--- src/rtl/rot_seq_pkg.sv ---
// Shared types and constants for the rotate-and-display sequencer.
package rot_seq_pkg;

  // Sequencer states, in the order a normal step walks through them.
  typedef enum logic [2:0] {
    StIdle,
    StLoad,
    StWaitMult,
    StConv,
    StWaitConv,
    StShow
  } state_e;

  // The rotation table has 12 entries of 30 degrees each.
  localparam int unsigned N_ROT = 12;
  localparam int unsigned K_MAX = 11;

  // Fold an out-of-range manual index (12..15) back onto the table (0..3).
  function automatic logic [3:0] fold_k(input logic [3:0] k_in);
    return (k_in >= 4'(N_ROT)) ? (k_in - 4'(N_ROT)) : k_in;
  endfunction

  // Next rotation index for the sweep, wrapping 11 -> 0.
  function automatic logic [3:0] next_k(input logic [3:0] k_in);
    return (k_in == 4'(K_MAX)) ? 4'd0 : (k_in + 4'd1);
  endfunction

endpackage

--- src/rtl/ms_dwell_timer.sv ---
// Counts a fixed number of 1 ms ticks after being loaded and pulses o_done on the last one.
module ms_dwell_timer #(
  parameter int unsigned DWELL_MS = 500
) (
  input  logic i_clk,
  input  logic i_rst,
  input  logic i_load,
  input  logic i_en,
  input  logic i_ce,
  output logic o_done
);

  localparam int unsigned CW = $clog2(DWELL_MS) + 1;
  localparam logic [CW-1:0] LAST = CW'(DWELL_MS - 1);

  logic [CW-1:0] r_cnt;
  logic          w_last;

  assign w_last = (r_cnt == LAST);

  // Done fires on the tick that completes the dwell, so the caller can leave in that same cycle.
  assign o_done = i_en & ~i_load & i_ce & w_last;

  // Tick counter: cleared on load, advances only on enabled ticks and parks on the last value.
  always_ff @(posedge i_clk) begin
    if (i_rst) begin
      r_cnt <= '0;
    end else if (i_load) begin
      r_cnt <= '0;
    end else if (i_en && i_ce && !w_last) begin
      r_cnt <= r_cnt + CW'(1);
    end
  end

endmodule

--- src/rtl/rot_seq_ctrl.sv ---
// Sequencer for the rotate-and-display path: drives the rotation index, waits out the
// multiplier latency, kicks both BIN16->DEC4 converters and latches their results for display.
module rot_seq_ctrl
  import rot_seq_pkg::*;
#(
  parameter int unsigned MULT_LAT = 3,
  parameter int unsigned CONV_TO  = 64,
  parameter int unsigned DWELL_MS = 500
) (
  input  logic       clk,
  input  logic       rst,
  input  logic       ce1ms,
  input  logic       start,
  input  logic       sweep,
  input  logic       stop,
  input  logic [3:0] k_man,
  input  logic       conv_ok_re,
  input  logic       conv_ok_im,
  output logic [3:0] k,
  output logic       conv_st,
  output logic       res_we,
  output logic       busy,
  output logic       err_to
);

  localparam int unsigned MULT_W = $clog2(MULT_LAT) + 1;
  localparam int unsigned CONV_W = $clog2(CONV_TO) + 1;
  // One counter serves both the multiplier wait and the conversion timeout.
  localparam int unsigned CNT_W  = (MULT_W > CONV_W) ? MULT_W : CONV_W;
  localparam logic [CNT_W-1:0] MULT_LAST = CNT_W'(MULT_LAT - 1);
  localparam logic [CNT_W-1:0] CONV_LAST = CNT_W'(CONV_TO - 1);

  state_e           r_state;
  state_e           w_state_nxt;
  logic             r_start_d;
  logic             r_sweep;
  logic             w_sweep_nxt;
  logic [3:0]       r_k;
  logic [3:0]       w_k_nxt;
  logic             r_err_to;
  logic             w_err_to_nxt;
  logic             r_stop;
  logic             w_stop_nxt;
  logic             r_ok_re;
  logic             w_ok_re_nxt;
  logic             r_ok_im;
  logic             w_ok_im_nxt;
  logic [CNT_W-1:0] r_cnt;
  logic [CNT_W-1:0] w_cnt_nxt;
  logic             r_res_we;
  logic             w_res_we_nxt;
  logic             w_start_edge;
  logic             w_seen_re;
  logic             w_seen_im;
  logic             w_dwell_load;
  logic             w_dwell_done;
  logic             w_in_show;

  assign w_start_edge = start & ~r_start_d;
  assign w_in_show    = (r_state == StShow);
  // Converter done flags include the current cycle so a same-cycle pair completes at once.
  assign w_seen_re    = r_ok_re | conv_ok_re;
  assign w_seen_im    = r_ok_im | conv_ok_im;

  ms_dwell_timer #(
    .DWELL_MS(DWELL_MS)
  ) u_dwell (
    .i_clk (clk),
    .i_rst (rst),
    .i_load(w_dwell_load),
    .i_en  (w_in_show),
    .i_ce  (ce1ms),
    .o_done(w_dwell_done)
  );

  // State register.
  always_ff @(posedge clk) begin
    if (rst) begin
      r_state <= StIdle;
    end else begin
      r_state <= w_state_nxt;
    end
  end

  // Datapath registers: start edge detector, step context, flags and the shared cycle counter.
  always_ff @(posedge clk) begin
    if (rst) begin
      r_start_d <= 1'b0;
      r_sweep   <= 1'b0;
      r_k       <= 4'd0;
      r_err_to  <= 1'b0;
      r_stop    <= 1'b0;
      r_ok_re   <= 1'b0;
      r_ok_im   <= 1'b0;
      r_cnt     <= '0;
      r_res_we  <= 1'b0;
    end else begin
      r_start_d <= start;
      r_sweep   <= w_sweep_nxt;
      r_k       <= w_k_nxt;
      r_err_to  <= w_err_to_nxt;
      r_stop    <= w_stop_nxt;
      r_ok_re   <= w_ok_re_nxt;
      r_ok_im   <= w_ok_im_nxt;
      r_cnt     <= w_cnt_nxt;
      r_res_we  <= w_res_we_nxt;
    end
  end

  // Next-state and next-value logic for the step sequence.
  always_comb begin
    w_state_nxt  = r_state;
    w_sweep_nxt  = r_sweep;
    w_k_nxt      = r_k;
    w_err_to_nxt = r_err_to;
    w_stop_nxt   = r_stop;
    w_ok_re_nxt  = r_ok_re;
    w_ok_im_nxt  = r_ok_im;
    w_cnt_nxt    = r_cnt;
    w_res_we_nxt = 1'b0;
    w_dwell_load = 1'b0;

    // Stop is only remembered while a step is running; an idle stop means nothing.
    if ((r_state != StIdle) && stop) begin
      w_stop_nxt = 1'b1;
    end

    unique case (r_state)
      StIdle: begin
        if (w_start_edge) begin
          w_state_nxt  = StLoad;
          w_sweep_nxt  = sweep;
          w_k_nxt      = sweep ? 4'd0 : fold_k(k_man);
          w_err_to_nxt = 1'b0;
          w_stop_nxt   = 1'b0;
        end
      end

      StLoad: begin
        w_cnt_nxt   = '0;
        w_state_nxt = StWaitMult;
      end

      StWaitMult: begin
        if (r_cnt == MULT_LAST) begin
          w_state_nxt = StConv;
        end else begin
          w_cnt_nxt = r_cnt + CNT_W'(1);
        end
      end

      StConv: begin
        // Anything the converters report before their start pulse is stale.
        w_cnt_nxt   = '0;
        w_ok_re_nxt = 1'b0;
        w_ok_im_nxt = 1'b0;
        w_state_nxt = StWaitConv;
      end

      StWaitConv: begin
        w_ok_re_nxt = w_seen_re;
        w_ok_im_nxt = w_seen_im;
        if (w_seen_re && w_seen_im) begin
          w_state_nxt  = StShow;
          w_res_we_nxt = 1'b1;
          w_dwell_load = 1'b1;
        end else if (r_cnt == CONV_LAST) begin
          w_err_to_nxt = 1'b1;
          w_state_nxt  = StIdle;
        end else begin
          w_cnt_nxt = r_cnt + CNT_W'(1);
        end
      end

      StShow: begin
        if (w_dwell_done) begin
          // A stop arriving on the very last dwell tick still ends the sweep.
          if (r_sweep && !(r_stop || stop)) begin
            w_k_nxt     = next_k(r_k);
            w_state_nxt = StLoad;
          end else begin
            w_state_nxt = StIdle;
          end
        end
      end

      default: begin
        w_state_nxt = StIdle;
      end
    endcase
  end

  assign k       = r_k;
  assign conv_st = (r_state == StConv);
  assign res_we  = r_res_we;
  assign busy    = (r_state != StIdle);
  assign err_to  = r_err_to;

endmodule

--- config.mk ---
export PLATFORM = sky130hd
export DESIGN_NAME = rot_seq_ctrl
export DESIGN_NICKNAME = d
export VERILOG_FILES = /design/src/rtl/rot_seq_pkg.sv /design/src/rtl/ms_dwell_timer.sv /design/src/rtl/rot_seq_ctrl.sv
export SDC_FILE = /design/constraint.sdc
export NUM_CORES = 1
export LEC_CHECK = 0
export CORE_ASPECT_RATIO = 0.9
export CORE_MARGIN = 1.5
export CORE_UTILIZATION = 49
export CTS_CLUSTER_SIZE = 16
export DETAILED_ROUTE_END_ITERATION = 7
export PLACE_DENSITY = 0.84
export SLEW_MARGIN = 20
export SYNTH_ARGS = -nofsm -noshare
export SYNTH_HDL_FRONTEND = slang
export SYNTH_SLANG_ARGS = --single-unit
--- constraint.sdc ---
create_clock -name clk -period 1.6 [get_ports clk]
set_input_delay 0.24 -clock clk [delete_from_list [all_inputs] [get_ports clk]]
set_output_delay 0.24 -clock clk [all_outputs]
set_load 0.03 [all_outputs]
==> flow_metrics.tcl <==
set metrics [dict create \
    hold-worst-slack_ns 0.266 \
    io_buffers 19 \
    synthesis.instances 185 \
    worst_slack_ns -0.119 \
    grtUsageMet3_pct 5.05 \
    finClkSkew_ns 0.0110 \
    ys.flop_type "dfxtp_1" \
    final_common_cell "buf_4" \
    tightestPinTransition_ns 0.416 \
    grt_pass1_wl_mm 6.92 \
    nets 273 \
    finalHoldViolCount 0 \
    cap_violations 0 \
    mostFrequentLayoutCells "buf_4, dfxtp_1, nor2_1" \
    cts_made_buffers 5 \
    clkLatencyLatePin_ns 0.30 \
    start_util_pct 52.4 \
    r2r_end "r_cnt[0]" \
    yosys.area.top_type "dfxtp_1" \
    critPathLaunch "r_cnt[2]" \
    slew_headroom_pct 72.2 \
    vias 1771 \
    peakVddDrop_mv 0.761 \
    synthArstFlopShare_pct 0 \
    synth_cell_type_count 46 \
    synth-edff-count 0 \
    busiest_layer "met2" \
    power_leakage_nw 1.00 \
    diodes 0 \
    critical_path.max_fanout 5 \
    r2r-start "r_cnt[2]" \
    ys_ff_latch 31 \
    start_kind "register" \
    r2r_cells 6 \
    clk_path_buf_depth 2 \
    max_freq_mhz 582 \
    worstSetupEndpointType "register" \
    routed_wl_mm 5.05 \
    yosys-top-cells-area "dfxtp_1, a21oi_1, nor2_1" \
    fin_crit_sh_pct 107 \
    grt_start_max_net_pins 11 \
    met2_usage_pct 41.7 \
    synth_area_per_cell_um2 8.89 \
    grt_antenna_before_repair 0 \
    area_growth_pct 50.9 \
    worst_ep_required_time_ns 1.77 \
    path_class "reg -> reg" \
    die_x_um 64.1 \
    r2r_slack_ns -0.12 \
    cts_sinks 31 \
    io_pins 20 \
    outcome "finished with violations" \
    dieArea_um2 3720 \
    drt-initial-drc-count 196 \
    rsz0062_at_grt "true" \
    violations "setup timing" \
    fp-row-count 19 \
    drive_gt1_share_pct 39.1 \
    wl_per_cell_um 17.0 \
    critPathArrivalTime_ns 1.88 \
    syn_area_um2 1650 \
    h-tree-depth 2 \
    holdBufCountCts 0 \
    hpwl_mm 2.78 \
    endpoint "r_cnt[0]" \
    syn-num-nets 201 \
    grt_overflow 0 \
    slew_violations 0 \
    power_density_nw_per_um2 1490 \
    use_met1_pct 29.8 \
    cts-root-buf "clkbuf_8" \
    ant_nets 0 \
    grt_pass1_vias 1521 \
    grt_usage_pct 24.7 \
    synth_top_area_share_pct 37.7 \
    core_area_um2 3140 \
    ys_warn_count 0 \
    clkTransAtPathRegs_ns 0.07 \
    final_util_pct 79.1 \
    cts_tree "yes" \
    finalCriticalPeriod_ns 1.72 \
    place_ws_ns -0.268 \
    viasPerCell 5.94 \
    firstDrtPassIters 4 \
    hp-class "in -> reg" \
    seq_area_frac_synth_pct 37.7 \
    dieHeight_um 58.0 \
    gp_congestion 0.856 \
    final-setup-viol-count 12 \
    power_mw 3.69 \
    remaining_drc_errors 0 \
]
## through the flow
stage	instance area, µm²	TNS, ns	std cells
after global routing	2480	-1.58	298
after CTS	2280	-0.287	287
final	2480	-0.818	298
after global placement	2140	-1.97	276
after floorplan	1660	0	185
after detailed placement	2140	-2.48	276
## Yosys cell counts (2+ instances only)
cell,number
nor2b_1,2
nand2b_1,8
and2_1,3
dfxtp_1,31
nand2_1,9
buf_2,3
ha_1,4
nand3_1,7
mux2i_1,2
or3_1,3
xnor2_1,6
inv_1,6
buf_6,2
nor3_2,2
xor2_1,6
a311oi_1,5
a21oi_1,19
nor4b_1,2
nor3b_1,3
nor2_1,21
nand4_1,4
o21ai_0,4
nor3_1,6
and3_1,2
a31oi_1,4
## power by group
group	switching (mW)	total (mW)	internal (mW)	leakage, nW
combinational	1.04	2.04	0.997	0.706
sequential	0.165	1.07	0.909	0.257
clock	0.289	0.578	0.289	0.0371
## sequential cells by signal, summed over array words and instances (netlist names)
name           cells
r_ok_re            1
u_dwell.r_cnt     10
k                  4
err_to             1
r_ok_im            1
r_stop             1
r_start_d          1
r_state            3
res_we             1
r_sweep            1
r_cnt              7
## worst max-delay path, stage by stage (launching register included)
cell and delay [ns]:
dfxtp_1 0.49, nand3_4 0.14, o311ai_4 0.46, buf_4 0.20
nand3_4 0.10, xnor2_1 0.14, nor2_1 0.05
## logic make-up (layout without fill, tap and decap cells)
family                     after synthesis  count (layout)  share of synthesized area (%)
buffers and inverters                   12              83                           3.88
and+or+nand+nor                         80              80                           28.1
AOI/OAI and AO/OA                       44              44                           19.6
adders and majority gates                4               4                           3.04
DFF                                     31              31                           37.7
muxes                                    2               2                           1.22
xor gates and xnor gates                12              12                           6.39
## routing by layer
layer,up-vias,share of wire [%]
met5,-,0
met4,0,5.5
met3,29,4.6
met2,81,50
met1,843,40
li1,818,-
## worst min-delay path by stage
| stage | from | endpoint | slack, ns | cells past startpoint |
|---|---|---|---|---|
| 6_report | start | r_start_d | 0.27 | 2 |
| 4_1_cts | u_dwell.r_cnt[7] | u_dwell.r_cnt[7] | 0.52 | 2 |
| 5_1_grt | start | r_start_d | 0.27 | 2 |
| 3_3_place_gp | u_dwell.r_cnt[9] | u_dwell.r_cnt[9] | 0.47 | 2 |
| 3_5_place_dp | u_dwell.r_cnt[9] | u_dwell.r_cnt[9] | 0.48 | 2 |
| 2_1_floorplan | rst | r_start_d | 0.31 | 1 |
## final cells by class
type / count / area, µm²
well taps: 42 / 52.6
clock buffers: 6 / 72.6
inverters: 6 / 22.5
flip-flops and latches: 31 / 642
multi-input cells: 142 / 1100
fillers: 189 / 656
repair buffers: 71 / 597
## repair_timing
item / in CTS / in global routing
endpoints found under the setup margin: 16 / 19
pin swaps: 9 / 11
buffers inserted: 5 / 11
endpoints found under the hold margin: 0 / 0
resized for setup: 16 / 29
No activity file was read; power rests on OpenSTA's default activity.
==> RTL edit 1 (same flow settings) <==
The parameter `CONV_TO` goes from 64 to 256.
--- a/src/rtl/rot_seq_ctrl.sv
+++ b/src/rtl/rot_seq_ctrl.sv
@@ -5,5 +5,5 @@
 #(
   parameter int unsigned MULT_LAT = 3,
-  parameter int unsigned CONV_TO  = 64,
+  parameter int unsigned CONV_TO  = 256,
   parameter int unsigned DWELL_MS = 500
 ) (
Check against the original RTL: same outputs for any inputs over 10 cycles, from zero or initial values and one cycle with rst high; that may be too few to reach the edited logic, so the function may still have changed.
==> RTL edit 1 against the original RTL <==
  * The flow still finishes with violations (negative setup slack)
  * Power shrank 19%
  * Synthesized area is 6.6% higher
  * Worst setup slack worse by 200 ps
  * Clock power up 10%
  * Design area is 9.1% higher
  * Critical path depth is 2 lower
  * Sequential cell count up 2
  * Sequential power decreased by 6%
  * Wire length is 30% higher
  * Critical path type unchanged
  * Largest cell class unchanged
==> RTL edit 1: results (changes against the original RTL) <==
| Metric | Value |
|---|---|
| Status | `finished with violations` |
| Violated checks | `negative setup slack` |
| Internal power | `1.889 mW (-14%)` |
| Gr usage total | `29.02% (+4.3 points)` |
| Clock buffers and inverters, area share | `3.189% (+0.27 points)` |
| Library cells used by synthesis | `43 (-6.5%)` |
| Mapped Avg Cell Area | `8.353 sq um (-6.1%)` |
| Gpl congestion | `0.8235 (-3.8%)` |
| Slowest library cell on the worst path | `or4_4` |
| Clk_skew | `4.336 ps (-6.659 ps)` |
| Tot Pwr | `2.985 mW (-19%)` |
| Synth Area in Adders | `3.566% (+0.52 points)` |
| Worst setup endpoint | `k[1]` |
| Fillers | `205 (+8.5%)` |
| Via count | `2028 (+15%)` |
| Placed Area | `2406 sq um (+12%)` |
| Layout cells sized above 1 | `39.15% (+0.083 points)` |
| Commonest cells in the netlist | `33 x dfxtp_1, 18 x nand2_1, 17 x a21oi_1` |
| First-pass DRT Iterations | `5 (+1)` |
| Fraction of area in multi-input gates | `44.22% (+0.070 points)` |
| DRT iter0 DRCs | `231 (+18%)` |
| Vias in the first global route | `1843 (+21%)` |
| Worst reg-to-reg path cell count | `4 (-2)` |
| Pre-CTS setup slack | `-526.2 ps (-258.3 ps)` |
| Buffer share of cell area | `23.80% (-0.24 points)` |
| WL met1 | `2565 microns (+26%)` |
| Final setup fails | `15 (+3)` |
| Syn_nets | `227 (+13%)` |
| Worst Hold End | `r_cnt[6]` |
| Nonclk inv count | `11 (+5)` |
| Signal buffers | `73 (+2.8%)` |
| Largest stage delay, worst path | `510 ps (+20 ps)` |
| Final TNS setup | `-2579 ps (-1760 ps)` |
| Critical path's top delay family | `simple AND/OR/NAND/NOR gates` |
| Slew HR | `69.80% (-2.4 points)` |
| Total clock sinks | `33 (+6.5%)` |
| Max rail drop VDD | `1073 uV (+41%)` |
| Setup ws final | `-315.0 ps (-196.4 ps)` |
[RTL edit 1: cell types whose count changed after synthesis, moves of 6 or more]
cell      delta
nand3_1      +6
nand2_1      +9
nand2b_1     -7
mux2i_1      +7
nor2_1       -7
clkbuf_1     +7
or3_1        +6
[RTL edit 1: metal layers]
metal | GRT usage (%) | vias to the layer above
met5 | 0 | -
met4 | 11.66 | 0
met3 | 7.721 | 50
met2 | 47.33 | 131
met1 | 36.79 | 941
li1 | - | 906
[RTL edit 1: repair_timing]
item / 4_1_cts / 5_1_grt
pin swaps: 9 / 6
endpoints found under the setup margin: 20 / 29
gates resized for setup: 19 / 24
buffers inserted: 6 / 3
[RTL edit 1: logic make-up (layout without fill, tap and decap cells)]
kind of cell | Yosys count | count (layout)
adders and majority gates | 5 | 5
xor gates and xnor gates | 6 | 6
and+or+nand+nor | 90 | 90
muxes | 11 | 11
DFF | 33 | 33
buffers and inverters | 20 | 91
AOI/OAI and AO/OA | 45 | 45
==> RTL edit 2 (same settings) <==
Made on the original files. `r_k` no longer has a reset.
--- a/src/rtl/rot_seq_ctrl.sv
+++ b/src/rtl/rot_seq_ctrl.sv
@@ -88,5 +88,4 @@
       r_start_d <= 1'b0;
       r_sweep   <= 1'b0;
-      r_k       <= 4'd0;
       r_err_to  <= 1'b0;
       r_stop    <= 1'b0;
@@ -98,5 +97,4 @@
       r_start_d <= start;
       r_sweep   <= w_sweep_nxt;
-      r_k       <= w_k_nxt;
       r_err_to  <= w_err_to_nxt;
       r_stop    <= w_stop_nxt;
@@ -106,4 +104,8 @@
       r_res_we  <= w_res_we_nxt;
     end
+  end
+
+  always_ff @(posedge clk) begin
+    r_k <= w_k_nxt;
   end
 
Formal check against the unedited RTL: not equivalent (Yosys sat finds a counterexample within 4 cycles, from zero or initial values and one cycle with rst high).
==> RTL edit 2 against the original RTL <==
  * The run still ends with negative setup slack left
  * Worst setup slack gained 29 ps
  * Wire length shrank 17%
  * Global-route usage shrank 1.8 points
  * Cell count shrank 1.3%
  * Power shrank 12%
  * Synthesized area grew 0.84%
  * Sequential cell count is the same
  * Via count shrank 6.7%
  * Design area shrank 4.9%
==> RTL edit 2: results (changes against the original RTL) <==
| Metric | Value |
|---|---|
| RR Startpoint | `r_cnt[6]` |
| Max rail drop VDD | `800.7 uV (+5.2%)` |
| Commonest cells in the netlist | `27 x dfxtp_1, 23 x nor2_1, 14 x nand2_1` |
| Hold Path Class | `reg -> reg` |
| Top reg by flops | `u_dwell.r_cnt` |
| Clk root buf | `clkbuf_8` |
| Leak pwr | `0.9251 nW (-7.5%)` |
| Yosys top cell area share | `32.58% (-5.1 points)` |
| First-pass DRT Iterations | `4 (unchanged)` |
| Max FO, Critical Path | `9 (+4)` |
| Max reg flops | `10 (unchanged)` |
| Synth Warn # | `0 (unchanged)` |
| Initial antenna violation count | `0 (unchanged)` |
| Layout Nets | `267 (-2.2%)` |
| Via density | `5.622 (-5.4%)` |
| Async SR Flop Fraction | `0% (unchanged)` |
| First-pass GRT wire length | `6548 microns (-5.4%)` |
| Synth Area in Adders | `3.017% (-0.025 points)` |
| Clk_lat worst skew | `280 ps (-20 ps)` |
| Clock transition at path regs | `60 ps` |
| Largest net degree at the start of global routing | `13 (+2)` |
| Pre-CTS setup slack | `-130.6 ps (+137.3 ps)` |
| Post-synthesis mux area share | `4.223% (+3.0 points)` |
| Gpl congestion | `0.8569 (+0.14%)` |
| Diodes inserted | `0 (unchanged)` |
| Max Cap Viol | `0 (unchanged)` |
| Final setup fails | `9 (-3)` |
| H-tree levels | `2 (unchanged)` |
| Port Buffer Count | `19 (unchanged)` |
| Status | `finished with violations` |
| Number of synthesized flops with an enable pin | `4 (+4)` |
| Clk_skew | `2.509 ps (-8.487 ps)` |
| Violated checks | `negative setup slack` |
| Placed Area | `2165 sq um (+0.99%)` |
| CTS Buf Count | `5 (unchanged)` |
| Final Hold Fails | `0 (unchanged)` |
| Synth Area in Compound Gates | `17.04% (-2.6 points)` |
| Synth area leaders | `dfxtp_1 33%, edfxtp_1 7.2%, nor2_1 5.2%` |
| Gr usage total | `22.95% (-1.8 points)` |
| Least-Margin Pin Slew | `452.9 ps (+36.67 ps)` |
| Post-synthesis sequential area ratio | `39.82% (+2.1 points)` |
| Post-Route WL | `4178 microns (-17%)` |
| Setup ws final | `-89.53 ps (+29.09 ps)` |
| Final HPWL DP | `2783 microns (about the same)` |
| Worst reg-to-reg path cell count | `5 (-1)` |
| Library cells used by synthesis | `46 (unchanged)` |
| Layout cells sized above 1 | `27.38% (-12 points)` |
| DRT iter0 DRCs | `75 (-62%)` |
| Clock buffer depth | `2 (unchanged)` |
| Vias in the first global route | `1527 (+0.39%)` |
| Syn_nets | `206 (+2.5%)` |
| Worst r2r dst | `r_cnt[3]` |
| Critical path type | `reg -> reg` |
| Xor and xnor area share after synthesis | `5.807% (-0.58 points)` |
| Worst path arrival time | `1860 ps (-20 ps)` |
-- RTL edit 2: kinds of logic after synthesis --
group	count (synthesis)
buffers and inverters	15
adder cells (fa/ha/maj)	4
multiplexers	7
AND/OR/NAND/NOR	84
AO/OA/AOI/OAI	38
flip-flops	31
XOR/XNOR	11
-- RTL edit 2: through the flow --
step / power (mW) / TNS (ps) / cells
after global routing: 3.455 / -1224 / 294
after floorplan: 2.005 / -142.0 / 190
after global placement: 2.516 / -662.1 / 280
final: 3.246 / -534.2 / 294
after detailed placement: 2.564 / -962.6 / 280
after CTS: 3.105 / -387.6 / 288
-- RTL edit 2: how the worst min path moves through the flow --
stage | startpoint | endpoint | slack (ps) | cells after the start
5_1_grt | r_sweep | r_sweep | 490 | 2
6_report | r_sweep | r_sweep | 470 | 2
3_3_place_gp | r_sweep | r_sweep | 450 | 2
3_5_place_dp | r_sweep | r_sweep | 460 | 2
4_1_cts | r_sweep | r_sweep | 470 | 2
2_1_floorplan | start | r_start_d | 370 | 1
-- RTL edit 2: layer usage --
layer,vias up,routed length (microns),GRT usage [%]
met1,787,1908,30.11
li1,812,-,-
met4,0,56,11.25
met2,48,1957,36.46
met3,6,256,4.660
met5,-,0,0
-- RTL edit 2: cell type report --
type | instances | area, sq um
clock buffer | 6 | 72.57
clock inverter | 2 | 7.507
fill | 233 | 778.2
inverter | 9 | 33.78
multi-input combinational | 144 | 1018
sequential | 31 | 670.6
tap | 42 | 52.55
timing repair buffer | 60 | 504.2
-- RTL edit 2: what timing repair did --
action	in CTS	in global routing
buffers inserted	0	6
pin swaps	0	4
gates resized for setup	4	18
endpoints found under the setup margin	13	18
-- RTL edit 2: worst max-delay path, cell delays in order, from the launching register on --
cell	delay, ps
dfxtp_2	330
or4_4	570
o41ai_4	250
buf_6	180
a21oi_1	110
mux2i_1	140
-- RTL edit 2: where the power goes --
group	internal (mW)	total (mW)	switching [mW]
Clock	0.296	0.575	0.280
Combinational	0.734	1.57	0.832
Sequential	0.960	1.10	0.143
